### config.mk
export PLATFORM = sky130hd
export DESIGN_NAME = mul_div_unit
export DESIGN_NICKNAME = d
export VERILOG_FILES = /design/src/rtl/mul_div_unit_pkg.sv /design/src/rtl/mul_div_unit.sv
export SDC_FILE = /design/constraint.sdc
export NUM_CORES = 1
export LEC_CHECK = 0
export CORE_AREA = 5 5 172 174
export DETAILED_ROUTE_END_ITERATION = 6
export DIE_AREA = 0 0 177 179
export PLACE_DENSITY = 0.81
export SYNTH_ARGS = -nofsm -noshare
export SYNTH_HDL_FRONTEND = slang
export SYNTH_SLANG_ARGS = --single-unit
### constraint.sdc
create_clock -name clk -period 8.02 [get_ports clk]
set_input_delay 2.005 -clock clk [delete_from_list [all_inputs] [get_ports clk]]
set_output_delay 2.005 -clock clk [all_outputs]
set_load 0.05 [all_outputs]
### src/rtl/mul_div_unit_pkg.sv
// Shared definitions for the EX-stage multi-cycle multiply/divide unit.
// The EXE_* codes sit in the ALU's default branch, away from its existing codes.
package mul_div_unit_pkg;

  localparam logic [3:0] EXE_MULT  = 4'b1100;
  localparam logic [3:0] EXE_MULTU = 4'b1101;
  localparam logic [3:0] EXE_DIV   = 4'b1110;
  localparam logic [3:0] EXE_DIVU  = 4'b1111;

  typedef struct packed {
    logic is_mul;
    logic is_div;
    logic is_signed;
  } op_dec_t;

  function automatic op_dec_t decode_op(input logic [3:0] cmd);
    op_dec_t d;
    d = '{is_mul: 1'b0, is_div: 1'b0, is_signed: 1'b0};
    case (cmd)
      EXE_MULT:  d = '{is_mul: 1'b1, is_div: 1'b0, is_signed: 1'b1};
      EXE_MULTU: d = '{is_mul: 1'b1, is_div: 1'b0, is_signed: 1'b0};
      EXE_DIV:   d = '{is_mul: 1'b0, is_div: 1'b1, is_signed: 1'b1};
      EXE_DIVU:  d = '{is_mul: 1'b0, is_div: 1'b1, is_signed: 1'b0};
      default:   d = '{is_mul: 1'b0, is_div: 1'b0, is_signed: 1'b0};
    endcase
    return d;
  endfunction

endpackage

### src/rtl/mul_div_unit.sv
// Multi-cycle MULT/MULTU/DIV/DIVU unit: magnitude shift-add / restoring divide,
// then a single sign-fix cycle that commits HI/LO together with a done pulse.
module mul_div_unit
  import mul_div_unit_pkg::*;
#(
  parameter int SIZE     = 32,
  parameter int COM_SIZE = 4
) (
  input  logic                clk,
  input  logic                rst,
  input  logic                start,
  input  logic                flush,
  input  logic [COM_SIZE-1:0] EXE_CMD,
  input  logic [SIZE-1:0]     val1,
  input  logic [SIZE-1:0]     val2,
  output logic                busy,
  output logic                done,
  output logic [SIZE-1:0]     hi,
  output logic [SIZE-1:0]     lo,
  output logic                div_by_zero
);

  localparam int CW = $clog2(SIZE);
  localparam logic [CW-1:0] CNT_LAST = CW'(SIZE - 1);

  typedef enum logic [1:0] {
    ST_IDLE = 2'd0,
    ST_CALC = 2'd1,
    ST_FIX  = 2'd2
  } state_e;

  function automatic logic [2*SIZE-1:0] cneg(input logic [2*SIZE-1:0] x, input logic en);
    return en ? (~x + (2*SIZE)'(1)) : x;
  endfunction

  state_e            state_q;
  logic [CW-1:0]     cnt_q;
  logic              busy_q, done_q, dbz_q;
  logic [SIZE-1:0]   hi_q, lo_q;
  logic [SIZE-1:0]   mcand_q, dvsr_q;
  logic [2*SIZE-1:0] acc_q, acc_d;
  logic              is_div_q, neg_q, neg_rem_q, zero_div_q;

  op_dec_t           dec;
  logic              accept;
  logic              zero_div;
  logic [SIZE-1:0]   mag1, mag2;
  logic [SIZE:0]     add_sum, trial, diff;
  logic [2*SIZE-1:0] prod_fix, quot_fix, rem_fix;

  // Command decode and operand magnitudes for the IDLE accept.
  always_comb begin
    dec      = decode_op(4'(EXE_CMD));
    accept   = start && (dec.is_mul || dec.is_div);
    zero_div = dec.is_div && (val2 == {SIZE{1'b0}});
    mag1     = SIZE'(cneg({{SIZE{1'b0}}, val1}, dec.is_signed && val1[SIZE-1]));
    mag2     = SIZE'(cneg({{SIZE{1'b0}}, val2}, dec.is_signed && val2[SIZE-1]));
  end

  // One iteration of the multiply or divide recurrence on the shared accumulator.
  always_comb begin
    add_sum = {1'b0, acc_q[2*SIZE-1:SIZE]} + (acc_q[0] ? {1'b0, mcand_q} : (SIZE+1)'(0));
    trial   = {acc_q[2*SIZE-1:SIZE], acc_q[SIZE-1]};
    diff    = trial - {1'b0, dvsr_q};
    if (is_div_q) begin
      if (!diff[SIZE]) begin
        acc_d = {diff[SIZE-1:0], acc_q[SIZE-2:0], 1'b1};
      end else begin
        acc_d = {trial[SIZE-1:0], acc_q[SIZE-2:0], 1'b0};
      end
    end else begin
      acc_d = {add_sum, acc_q[SIZE-1:1]};
    end
  end

  // Sign application used in FIX.
  always_comb begin
    prod_fix = cneg(acc_q, neg_q);
    quot_fix = cneg({{SIZE{1'b0}}, acc_q[SIZE-1:0]}, neg_q);
    rem_fix  = cneg({{SIZE{1'b0}}, acc_q[2*SIZE-1:SIZE]}, neg_rem_q);
  end

  // Control FSM with registered handshake and result outputs.
  always_ff @(posedge clk or negedge rst) begin
    if (!rst) begin
      state_q    <= ST_IDLE;
      cnt_q      <= '0;
      busy_q     <= 1'b0;
      done_q     <= 1'b0;
      dbz_q      <= 1'b0;
      hi_q       <= '0;
      lo_q       <= '0;
      mcand_q    <= '0;
      dvsr_q     <= '0;
      acc_q      <= '0;
      is_div_q   <= 1'b0;
      neg_q      <= 1'b0;
      neg_rem_q  <= 1'b0;
      zero_div_q <= 1'b0;
    end else begin
      done_q <= 1'b0;
      if (flush) begin
        state_q <= ST_IDLE;
        busy_q  <= 1'b0;
      end else begin
        case (state_q)
          ST_IDLE: begin
            if (accept) begin
              mcand_q    <= mag1;
              dvsr_q     <= mag2;
              // A zero divisor keeps the raw dividend so FIX can return it as HI.
              acc_q      <= dec.is_div ? {{SIZE{1'b0}}, (zero_div ? val1 : mag1)}
                                       : {{SIZE{1'b0}}, mag2};
              is_div_q   <= dec.is_div;
              neg_q      <= dec.is_signed && (val1[SIZE-1] ^ val2[SIZE-1]);
              neg_rem_q  <= dec.is_signed && val1[SIZE-1];
              zero_div_q <= zero_div;
              cnt_q      <= '0;
              dbz_q      <= 1'b0;
              busy_q     <= 1'b1;
              state_q    <= zero_div ? ST_FIX : ST_CALC;
            end
          end
          ST_CALC: begin
            acc_q <= acc_d;
            cnt_q <= cnt_q + CW'(1);
            if (cnt_q == CNT_LAST) begin
              state_q <= ST_FIX;
            end
          end
          ST_FIX: begin
            if (zero_div_q) begin
              hi_q <= acc_q[SIZE-1:0];
              lo_q <= {SIZE{1'b1}};
            end else if (is_div_q) begin
              hi_q <= rem_fix[SIZE-1:0];
              lo_q <= quot_fix[SIZE-1:0];
            end else begin
              hi_q <= prod_fix[2*SIZE-1:SIZE];
              lo_q <= prod_fix[SIZE-1:0];
            end
            dbz_q   <= zero_div_q;
            done_q  <= 1'b1;
            busy_q  <= 1'b0;
            state_q <= ST_IDLE;
          end
          default: begin
            busy_q  <= 1'b0;
            state_q <= ST_IDLE;
          end
        endcase
      end
    end
  end

  assign busy        = busy_q;
  assign done        = done_q;
  assign hi          = hi_q;
  assign lo          = lo_q;
  assign div_by_zero = dbz_q;

endmodule

Yosys cells after proc, flatten, opt, wreduce, memory -nomap -nowiden
Index checks and enable logic that the tools add are counted.

Bitwise operators: 7. Equal/unequal tests: 11. Muxes and demuxes: 31. $add $sub $neg: 8. Reduce and logical (&&, ||, !) cells: 16.

Operator list (count): 32-bit 2-to-1 mux (11); 64-bit 2-to-1 mux (4); 32-bit by 1-bit adder with 32-bit output (second input constant) (4); 32-bit NOT (4); 64-bit case mux with 2 select lines (1); 64-bit by 1-bit adder with 64-bit output (second input constant) (1); 64-bit NOT (1); 32-bit by 32-bit adder with 33-bit output (1); 33-bit by 32-bit subtractor with 33-bit output (1); 32-bit logical NOT (1); 4-bit equality test (second input constant) (4); 3-bit case mux with 4 select lines (1); 5-bit case mux with 2 select lines (1); 3-bit AND reduction (3); 2-bit 2-to-1 mux (4); 3-bit inequality test (second input constant) (2); 2-bit AND reduction (3); 5-bit by 1-bit adder with 5-bit output (second input constant) (1); 5-bit equality test (second input constant) (1); 1-bit logical AND (5); 1-bit 2-to-1 mux (5); 5-bit 2-to-1 mux (1); 2-bit inequality test (second input constant) (2); 1-bit case mux with 2 select lines (2); other kinds (8) (9).

Register bits: 206. Output and inout bits: 67.

Logic depth before layout (Yosys ltp)
Gate-level depths: netlist of run 1.

Word-level depth: 8. Mapped depth: 15. Gate-level depth less buffers: 13.

Worst setup path before layout of run 1
No wires, ideal clock.

Kind: in2reg. Start: input val2[8]. End: register acc_q[26]. Required time: 7.899 ns. Slack: 3.595 ns. Library setup time: 0.121 ns. Cell stages on the path: 10. Arrival time: 4.304 ns. Cell sequence: or4_4 > or4_1 > buf_2 > nor3_4 > nand4_4 > nand2_4 > buf_6 > o22ai_1 > a211o_1 > a22o_1.

Cells in the longest elaborated chain, start to end: 6. Elaborated cells between the ends (all ways): 9. Those cells by class: add/sub: 1; mux: 5; bitwise: 1; reduce/logical: 2.

Ends and longest elaborated chain: start: declaration (RTL line mul_div_unit.sv:15) `input logic [SIZE-1:0] val2,`; 32-bit NOT / 32-bit logical NOT (equally long branches) (RTL line mul_div_unit.sv:33, mul_div_unit.sv:55); 32-bit by 1-bit adder with 32-bit output / 1-bit logical AND (equally long branches) (RTL line mul_div_unit.sv:33, mul_div_unit.sv:55); 32-bit 2-to-1 mux (on tied branches) (RTL line mul_div_unit.sv:33, mul_div_unit.sv:112); 32-bit 2-to-1 mux (*) (RTL line mul_div_unit.sv:112) `acc_q <= dec.is_div ? {{SIZE{1'b0}}, (zero_div ? val1 : mag1)}`; 64-bit 2-to-1 mux (*) (RTL line mul_div_unit.sv:108) `if (accept) begin`; 64-bit case mux with 2 select lines (*) (RTL line mul_div_unit.sv:106) `case (state_q)`; end signal: assignment (RTL line mul_div_unit.sv:112); end: declaration (RTL line mul_div_unit.sv:41) `logic [2*SIZE-1:0] acc_q, acc_d;`.

Every way passes the cells marked *; elsewhere a longest branch is shown, timed or not. The select of a mux whose other input is x is not followed. A chain may end at the register's enable or synchronous reset.

Worst setup path in the final report of run 1
Start: input val2[8]. End: register acc_q[3].

Cells in the longest elaborated chain, start to end: 6.

Ends and longest elaborated chain: 32-bit logical NOT (RTL line mul_div_unit.sv:55) `zero_div = dec.is_div && (val2 == {SIZE{1'b0}});`; 1-bit logical AND (RTL line mul_div_unit.sv:55); 32-bit 2-to-1 mux (2 in a row) (RTL line mul_div_unit.sv:112); 64-bit 2-to-1 mux (RTL line mul_div_unit.sv:108); 64-bit case mux with 2 select lines (RTL line mul_div_unit.sv:106).

Every way passes these cells. The select of a mux whose other input is x is not followed.

==> results.toml, run 1 <==
[status]
status = "finished, final reports clean"

[floorplan]
dieArea_um2 = 31700
initial_core_util = 0.594
row_count = 61
die_width_um = 177
fp.coreArea_um2 = 27600
ioPinCount = 139
die_h_um = 179

[yosys]
synthTopCellsByCount = "nand2_1 (263), dfrtp_1 (206), o21ai_0 (199)"
synth-seq-cells = 206
yosysMostFrequentCell = "nand2_1"
synth_edf_count = 0
syn_nets = 2225
ys_top_cells_by_area = "dfrtp_1 (31%), o21ai_0 (6.1%), nand2_1 (6.0%)"
ys_types = 77
synth.avg_cell_area_um2 = 7.89
syn_area_um2 = 16400
ys.flop_type = "dfrtp_1"
synth_warnings = 0
async_flop_share = 1.00
yosysSeqAreaShare = 0.314
syn_inst = 2081
synth_top_area_cell = "dfrtp_1"
yosysTopAreaCellShare = 0.314

[detailed_routing]
drt_wl_total_um = 60300
ant_nets = 0
drt_iter0_drc = 1900
wl_per_cell_um = 23.9
route.detailed.drc = 0
viasPerCell = 6.61
dr_total_vias = 16700
first_pass_iters = 6

[place]
place_ws_ns = 2.41
io_buffers = 138
hpwl_um = 45300
gp_congestion = 0.999

[clock_network]
clockBufferDepth = 3
htree_levels = 1
clkSlewWorstSetupHoldPaths_ns = 0.06
cts_setup_buffers = 0
cts_buffers = 23
cts_resized = 0
clk_latency_ns = 0.54
cts_tree = "yes"
ctsHoldBuffers = 0
cts_sinks = 206
cts_root_buf = "clkbuf_16"

[hold_path]
hold_class = "reg -> reg"

[critical_path]
worst_setup_path_start_kind = "primary input"
cp-end-kind = "flop"
cpPeakStageDelay_ns = 0.57
worstPathMaxFanout = 23
cpMaxStageDelayCell = "or4_4"
crit_chain = "clkdlybuf4s50_1 -> or4_4 -> or4_1 -> nor3_4 -> nand4_4 -> nand2_4 -> nor4_1 -> a2111oi_0 -> o31ai_1"
required_ns = 8.40
arrival_ns = 5.51
critPathKind = "in -> reg"

[finish]
regArea_um2 = 5160
multi_input_comb_area_um2 = 10500
drive_above_1_share = 0.0397
final_nets = 2270
syn_to_final_growth_pct = 13.6
fillers = 2396

[pwr]
ir_worst_vdd_mv = 0.241
powerDensity_nw_per_um2 = 363
cellLeakagePower_nw = 8.01

[timing]
setup_violations = 0
fin_ws_ns = 2.89
fin_worst_skew_ns = 0.0304
worst_slew_margin_rel = 0.206
fin_crit_sh = 0.640
hold_violations = 0
period_needed_ns = 5.13
tns_ns = 0
worst_pin_slew_ns = 1.19
rsz0062_at_grt = "false"
drv_slew = 0
max_freq_mhz = 195

[grt]
first_global_vias = 15600
antenna_found_initial = 0
grt_start_max_net_pins = 125
overflow = 0
grt_usage = 0.374
grt_pass1_wl_um = 91800

[flow_run]
maxCapViolCount = 0
## final timing paths
kind,start,endpoint,slack [ns],depth (start not counted)
setup / recovery,val2[8],acc_q[3],2.89,9
hold / removal,hi[13],hi[13],0.47,2
setup reg to reg,acc_q[31],acc_q[32],3.26,13
hold reg to reg,hi[13],hi[13],0.47,2
max in group asynchronous,rst,hi[7],4.93,2
min in group asynchronous,rst,mcand_q[8],1.51,1
## layer usage
layer  share of wire  wire, um  global-route usage
met1            0.42     25100               0.523
met3            0.10      6080              0.0776
met4           0.051      3070               0.174
met5               0         0                   0
met2            0.43     26000               0.559
## worst max-delay path, delay by kind of cell
kind                   cells  cell delay, ns
AND/OR/NAND/NOR            6            2.44
AO/OA/AOI/OAI              2            0.54
buffers and inverters      1            0.49
## cell type report
cell class                      instances  share of cell area
Clock inverter                          9             0.00557
Multi-Input combinational cell       1677               0.564
Sequential cell                       206               0.277
Tap cell                              378              0.0254
Timing Repair Buffer                  154              0.0807
Antenna cell                            1            0.000134
Inverter                               64              0.0129
Clock buffer                           32              0.0348
## flip-flops by register name (all words and copies together) (netlist names), 2 cells and up
name     flops
mcand_q     32
state_q      2
hi          32
lo          32
dvsr_q      32
cnt_q        5
acc_q       64
## power by group
group | internal (mW) | leakage [nW] | switching (mW)
Clock | 0.629 | 0.367 | 0.451
Combinational | 1.45 | 4.94 | 2.26
Sequential | 1.34 | 2.70 | 0.636
## placed cells by master, fill, tap and decap left out, types with 31 or more instances in the layout
cell type        count
xnor2_1             86
mux2i_1             66
nor3_1              56
nand3_1             37
a21o_1              32
nand2_1            263
and2_1              37
a21oi_1            177
dfrtp_1            205
ha_1                70
clkdlybuf4s50_1    137
xor2_1              84
nor2_1             152
o21ai_1             31
o21ai_0            199
inv_1               63
## kinds of logic after synthesis
logic type | Yosys count | synth area share
compound gates | 657 | 0.245
xor+xnor | 170 | 0.0907
fa+ha+maj | 72 | 0.0558
buf+inv | 198 | 0.0466
flops | 206 | 0.314
mux | 71 | 0.0437
simple gates | 707 | 0.205
## through the flow
step                hold slack (ns)  total power, mW   util  area [um^2]  std cells
floorplan                     0.430             4.39      -        16400       2081
global placement              0.447             5.45  0.647        17900       2479
finish                        0.465             6.76  0.675        18600       2521
detailed placement            0.457             5.54  0.647        17900       2479
CTS                           0.469             6.64  0.675        18600       2520
global route                  0.487             7.18  0.675        18600       2520
Power figures use the tool's default switching activity.
==> run 2, diff against run 1 <==
--- a/config.mk
+++ b/config.mk
@@ -5,10 +5,10 @@
 export SDC_FILE = /design/constraint.sdc
 export NUM_CORES = 1
 export LEC_CHECK = 0
-export CORE_AREA = 5 5 172 174
+export CORE_AREA = 5 5 181 183
 export DETAILED_ROUTE_END_ITERATION = 6
-export DIE_AREA = 0 0 177 179
-export PLACE_DENSITY = 0.81
+export DIE_AREA = 0 0 186 188
+export PLACE_DENSITY = 0.77
 export SYNTH_ARGS = -nofsm -noshare
 export SYNTH_HDL_FRONTEND = slang
 export SYNTH_SLANG_ARGS = --single-unit
==> constraint.sdc (replaced) <==
create_clock -name clk -period 4.59 [get_ports clk]
set_input_delay 1.1475 -clock clk [delete_from_list [all_inputs] [get_ports clk]]
set_output_delay 1.1475 -clock clk [all_outputs]
set_load 0.05 [all_outputs]
==> run 2 against run 1 <==
Effect of this change:
- power rose by 80%
- routed wire length grew 4.1%
- non-clock buffer count is 44 higher
- global-route usage decreased by 2.4 points
- first-iteration DRC count is 6.8% lower
- utilization decreased by 5.8 points
- die area rose by 10%
- critical path depth grew 4
- register-to-register slack worse by 2.5 ns
- setup slack got worse by 2.2 ns
- sequential power is 70% higher
- final cell count rose by 2.8%
- critical path type is now reg -> reg
- largest power group unchanged
- highest routed layer is now met5
==> results.toml, run 2 (same netlist as run 1, synthesis figures left out) <==
[timing]
worst_slew_margin_rel = 0.392
max_freq_mhz = 258
setup_violations = 0
worst_pin_slew_ns = 0.912
tns_ns = 0
hold_violations = 0
whs_ns = 0.473
drv_slew = 0
rsz0062_at_grt = "false"
fin_ws_ns = 0.712
fin_worst_skew_ns = 0.0163
period_needed_ns = 3.88
fin_crit_sh = 0.845

[critical_path]
arrival_ns = 4.34
cp-end-kind = "flop"
critPathKind = "reg -> reg"
crit_chain = "inv_1 -> ha_1 -> fa_1 -> nand2b_1 -> a211oi_1 -> o21ai_1 -> a211oi_1 -> nor3_1 -> o21a_1 -> nor3_2 -> buf_12 -> mux2_2 -> o221ai_1"
worstPathMaxFanout = 26
cpPeakStageDelay_ns = 0.41
crit_top_cell = "a211oi_1"
required_ns = 5.06
worst_setup_path_start_kind = "flop"
cpMaxStageDelayCell = "fa_1"

[finish]
final_nets = 2316
final_common_cell = "nand2_1"
syn_to_final_growth_pct = 16.7
drive_above_1_share = 0.0603
final_cell_mix = "nand2_1 (263), dfrtp_1 (205), o21ai_0 (199)"
top_register = "acc_q"
largest_reg_flops = 64
final_cells = 2592

[grt]
first_global_vias = 15600
overflow = 0
grt_start_max_net_pins = 104
antenna_found_initial = 3
grt_usage = 0.350
grt_pass1_wl_um = 95000

[detailed_routing]
dr_total_vias = 16700
wl_per_cell_um = 24.2
viasPerCell = 6.45
first_pass_iters = 6
route.detailed.drc = 0
ant_nets = 0
drt_wl_total_um = 62800
drt_iter0_drc = 1770

[clock_network]
cts_root_buf = "clkbuf_16"
cts_tree = "yes"
cts_sinks = 206
cts_resized = 0
ctsHoldBuffers = 0
clockBufferDepth = 3
cts_buffers = 25
clkSlewWorstSetupHoldPaths_ns = 0.06
clk_latency_ns = 0.56
cts_setup_buffers = 0
htree_levels = 1

[flow_run]
maxCapViolCount = 0

[floorplan]
dieArea_um2 = 35000
die_width_um = 186
ioPinCount = 139
die_h_um = 188
row_count = 65
initial_core_util = 0.528
fp.coreArea_um2 = 31100

[place]
hpwl_um = 48800
place_ws_ns = 0.202
io_buffers = 138
gp_congestion = 1.01
dp.cells = 2547

[pwr]
cellLeakagePower_nw = 8.28
seq_power_share = 0.273
p_int_mw = 6.26
switching_share = 0.487
clkPwrFrac = 0.169
p_total_mw = 12.2
ir_worst_vdd_mv = 0.353
power_frac_comb = 0.557
powerDensity_nw_per_um2 = 637
p_sw_mw = 5.94

[status]
status = "finished, final reports clean"

[hold_path]
hold_class = "reg -> reg"
==> run 2: power groups by stage <==
stage          clock [mW]  combinational (mW)  sequential (mW)
2_1_floorplan           0                4.97             2.71
3_3_place_gp            0                6.53             3.28
3_5_place_dp            0                6.62             3.31
4_1_cts              2.08                6.66             3.28
5_1_grt              2.14                7.38             3.36
6_report             2.07                6.80             3.34
==> run 2: final timing paths <==
path                            cells after the start           to        start  slack (ns)
worst max-delay path                               13    acc_q[32]    acc_q[31]        0.71
worst min-delay path                                2  mcand_q[28]  mcand_q[28]        0.47
worst max register to register                     13    acc_q[32]    acc_q[31]        0.71
worst min register to register                      2  mcand_q[28]  mcand_q[28]        0.47
max in group asynchronous                           2  mcand_q[24]          rst        3.07
min in group asynchronous                           1       hi[15]          rst        0.66
==> run 2: area by class of cell <==
class                   count  area [um^2]
multi-input cells        1677        10500
flip-flops and latches    206         5160
diodes                      1         2.50
well taps                 402          503
clock buffers              34          699
inverters                  64          240
fillers                  2755        11900
clock inverters            10          148
repair buffers            198         1900
==> run 2: critical path: cells and delay by family, from the launching register on <==
family / cells / cell delay [ns]
flops: 1 / 0.37
mux: 1 / 0.37
simple gates: 3 / 0.63
buf+inv: 2 / 0.37
compound gates: 5 / 1.40
fa+ha+maj: 2 / 0.63
==> run 2: stage by stage <==
| stage | util | cell area (um^2) |
|---|---|---|
| floorplan | - | 16400 |
| global placement | 0.589 | 18300 |
| detailed placement | 0.589 | 18300 |
| CTS | 0.617 | 19200 |
| global route | 0.617 | 19200 |
| finish | 0.617 | 19200 |
==> run 2: routing by layer <==
layer	share of wire	GRT usage	vias up
met5	0.00043	0	-
met2	0.43	0.519	942
met1	0.42	0.493	7948
li1	-	-	7667
met4	0.049	0.139	4
met3	0.10	0.0805	166
==> run 3, diff against run 2 <==
==> constraint.sdc (replaced) <==
create_clock -name clk -period 3.45 [get_ports clk]
set_input_delay 0.8625 -clock clk [delete_from_list [all_inputs] [get_ports clk]]
set_output_delay 0.8625 -clock clk [all_outputs]
set_load 0.05 [all_outputs]
==> run 3 against run 2 <==
Effect of this change:
- the flow now finishes with violations (DRC)
- maximum frequency grew 13%
- hold slack lost 0.17 ns
- count of clock-buffer cells in the layout is the same
- register-to-register slack lost 0.69 ns
- first-iteration DRC count grew 14%
- critical path depth grew 1
- via count grew 7.1%
- flip-flop and latch count is the same
- critical path type unchanged
- critical endpoint unchanged
==> results.toml, run 3 (same netlist as run 1, synthesis figures left out) <==
[status]
status = "finished with violations"
violations = "DRC"

[critical_path]
required_ns = 3.91
r2r_start = "acc_q[31]"
cp-end-kind = "flop"
critPathKind = "reg -> reg"
worst_setup_path_start_kind = "flop"
rr_worst_depth = 14
worstPathMaxFanout = 6
arrival_ns = 3.88
reg2reg_to = "acc_q[32]"
cp-endpoint = "acc_q[32]"
r2r_slack_ns = 0.02
startpoint = "acc_q[31]"

[timing]
max_freq_mhz = 292
rsz0062_at_grt = "true"
period_needed_ns = 3.43
fin_worst_skew_ns = 0.0139
fin_crit_sh = 0.993
worst_pin_slew_ns = 0.891
worst_slew_margin_rel = 0.401
fin_ws_ns = 0.0244
whs_ns = 0.306
setup_violations = 0
hold_violations = 0
tns_ns = 0
drv_slew = 0

[place]
gp_congestion = 1.02
place_ws_ns = -0.504
hpwl_um = 54200
place_area_um2 = 20200
io_buffers = 138

[floorplan]
ioPinCount = 139
dieArea_um2 = 35000
row_count = 65
initial_core_util = 0.528
die_width_um = 186
fp.coreArea_um2 = 31100
die_h_um = 188

[clock_network]
ctsHoldBuffers = 0
cts_tree = "yes"
clkSlewWorstSetupHoldPaths_ns = 0.06
clk_latency_ns = 0.55
htree_levels = 1
clockBufferDepth = 3
cts_root_buf = "clkbuf_16"
cts_buffers = 24
cts_sinks = 206

[pwr]
ir_worst_vdd_mv = 0.455
powerDensity_nw_per_um2 = 851
cellLeakagePower_nw = 9.60

[finish]
top_register = "acc_q"
largest_reg_flops = 64
final_nets = 2572
drive_above_1_share = 0.168
final_cell_mix = "buf_4 (300), nand2_1 (262), dfrtp_1 (204)"
fillers = 2554
final_util = 0.688
syn_to_final_growth_pct = 30.2
final_common_cell = "buf_4"
final_area_um2 = 21400

[grt]
overflow = 0
grt_usage = 0.378
antenna_found_initial = 0
grt_start_max_net_pins = 67
first_global_vias = 17100
grt_pass1_wl_um = 103000

[detailed_routing]
viasPerCell = 6.29
wl_per_cell_um = 24.0
route.detailed.drc = 3
drt_wl_total_um = 68300
dr_total_vias = 17900
first_pass_iters = 7
drt_iter0_drc = 2014
ant_nets = 0

[flow_run]
maxCapViolCount = 0

[hold_path]
hold_class = "in -> async"
==> run 3: worst min path at each step <==
stage / start / end / depth (start not counted)
global placement: mcand_q[31] / mcand_q[31] / 2
CTS: rst / done / 1
detailed placement: mcand_q[13] / mcand_q[13] / 2
global route: rst / done / 1
finish: rst / done / 1
floorplan: mcand_q[31] / mcand_q[31] / 2
==> run 3: power by group <==
part / switching [mW] / internal, mW / leakage (nW) / total, mW
clock: 1.10 / 1.73 / 0.430 / 2.83
sequential: 0.804 / 3.13 / 2.70 / 3.93
combinational: 6.71 / 4.73 / 6.48 / 11.4
==> run 3: layout make-up <==
type	instances	area, um^2	area share
inverters	64	240	0.0112
well taps	402	503	0.0235
repair buffers	455	3950	0.185
clock buffers	34	698	0.0327
diodes	2	5.00	0.000234
clock inverters	10	188	0.00878
multi-input cells	1677	10600	0.498
flip-flops and latches	206	5160	0.241
==> run 3: metal layers <==
metal / wire (um) / track usage
met1: 27800 / 0.524
met2: 29300 / 0.562
met3: 6800 / 0.0786
met4: 4350 / 0.183
met5: 0 / 0
==> run 3: critical path, cell delays in order, from the launching register on <==
cell,delay [ns]
dfrtp_1,0.39
inv_2,0.07
ha_4,0.16
fa_2,0.37
nand2b_4,0.16
a211oi_2,0.22
buf_4,0.17
o21ai_4,0.08
a211oi_4,0.33
nor3_4,0.11
o21a_1,0.24
nor3_4,0.36
buf_12,0.20
mux2_2,0.34
o221ai_1,0.14
==> run 3: repair_timing <==
action                                  in CTS  in global routing
pin swaps                                    0                 13
endpoints found under the setup margin      24                 41
cloned                                       0                  1
buffers inserted                             2                  9
gates resized for setup                      5                 37
==> run 3: per-stage QoR <==
step           power (mW)  cells
3_5_place_dp         14.4   2792
2_1_floorplan        10.2   2081
4_1_cts              17.4   2838
6_report             18.2   2850
5_1_grt              19.1   2848
3_3_place_gp         14.2   2792
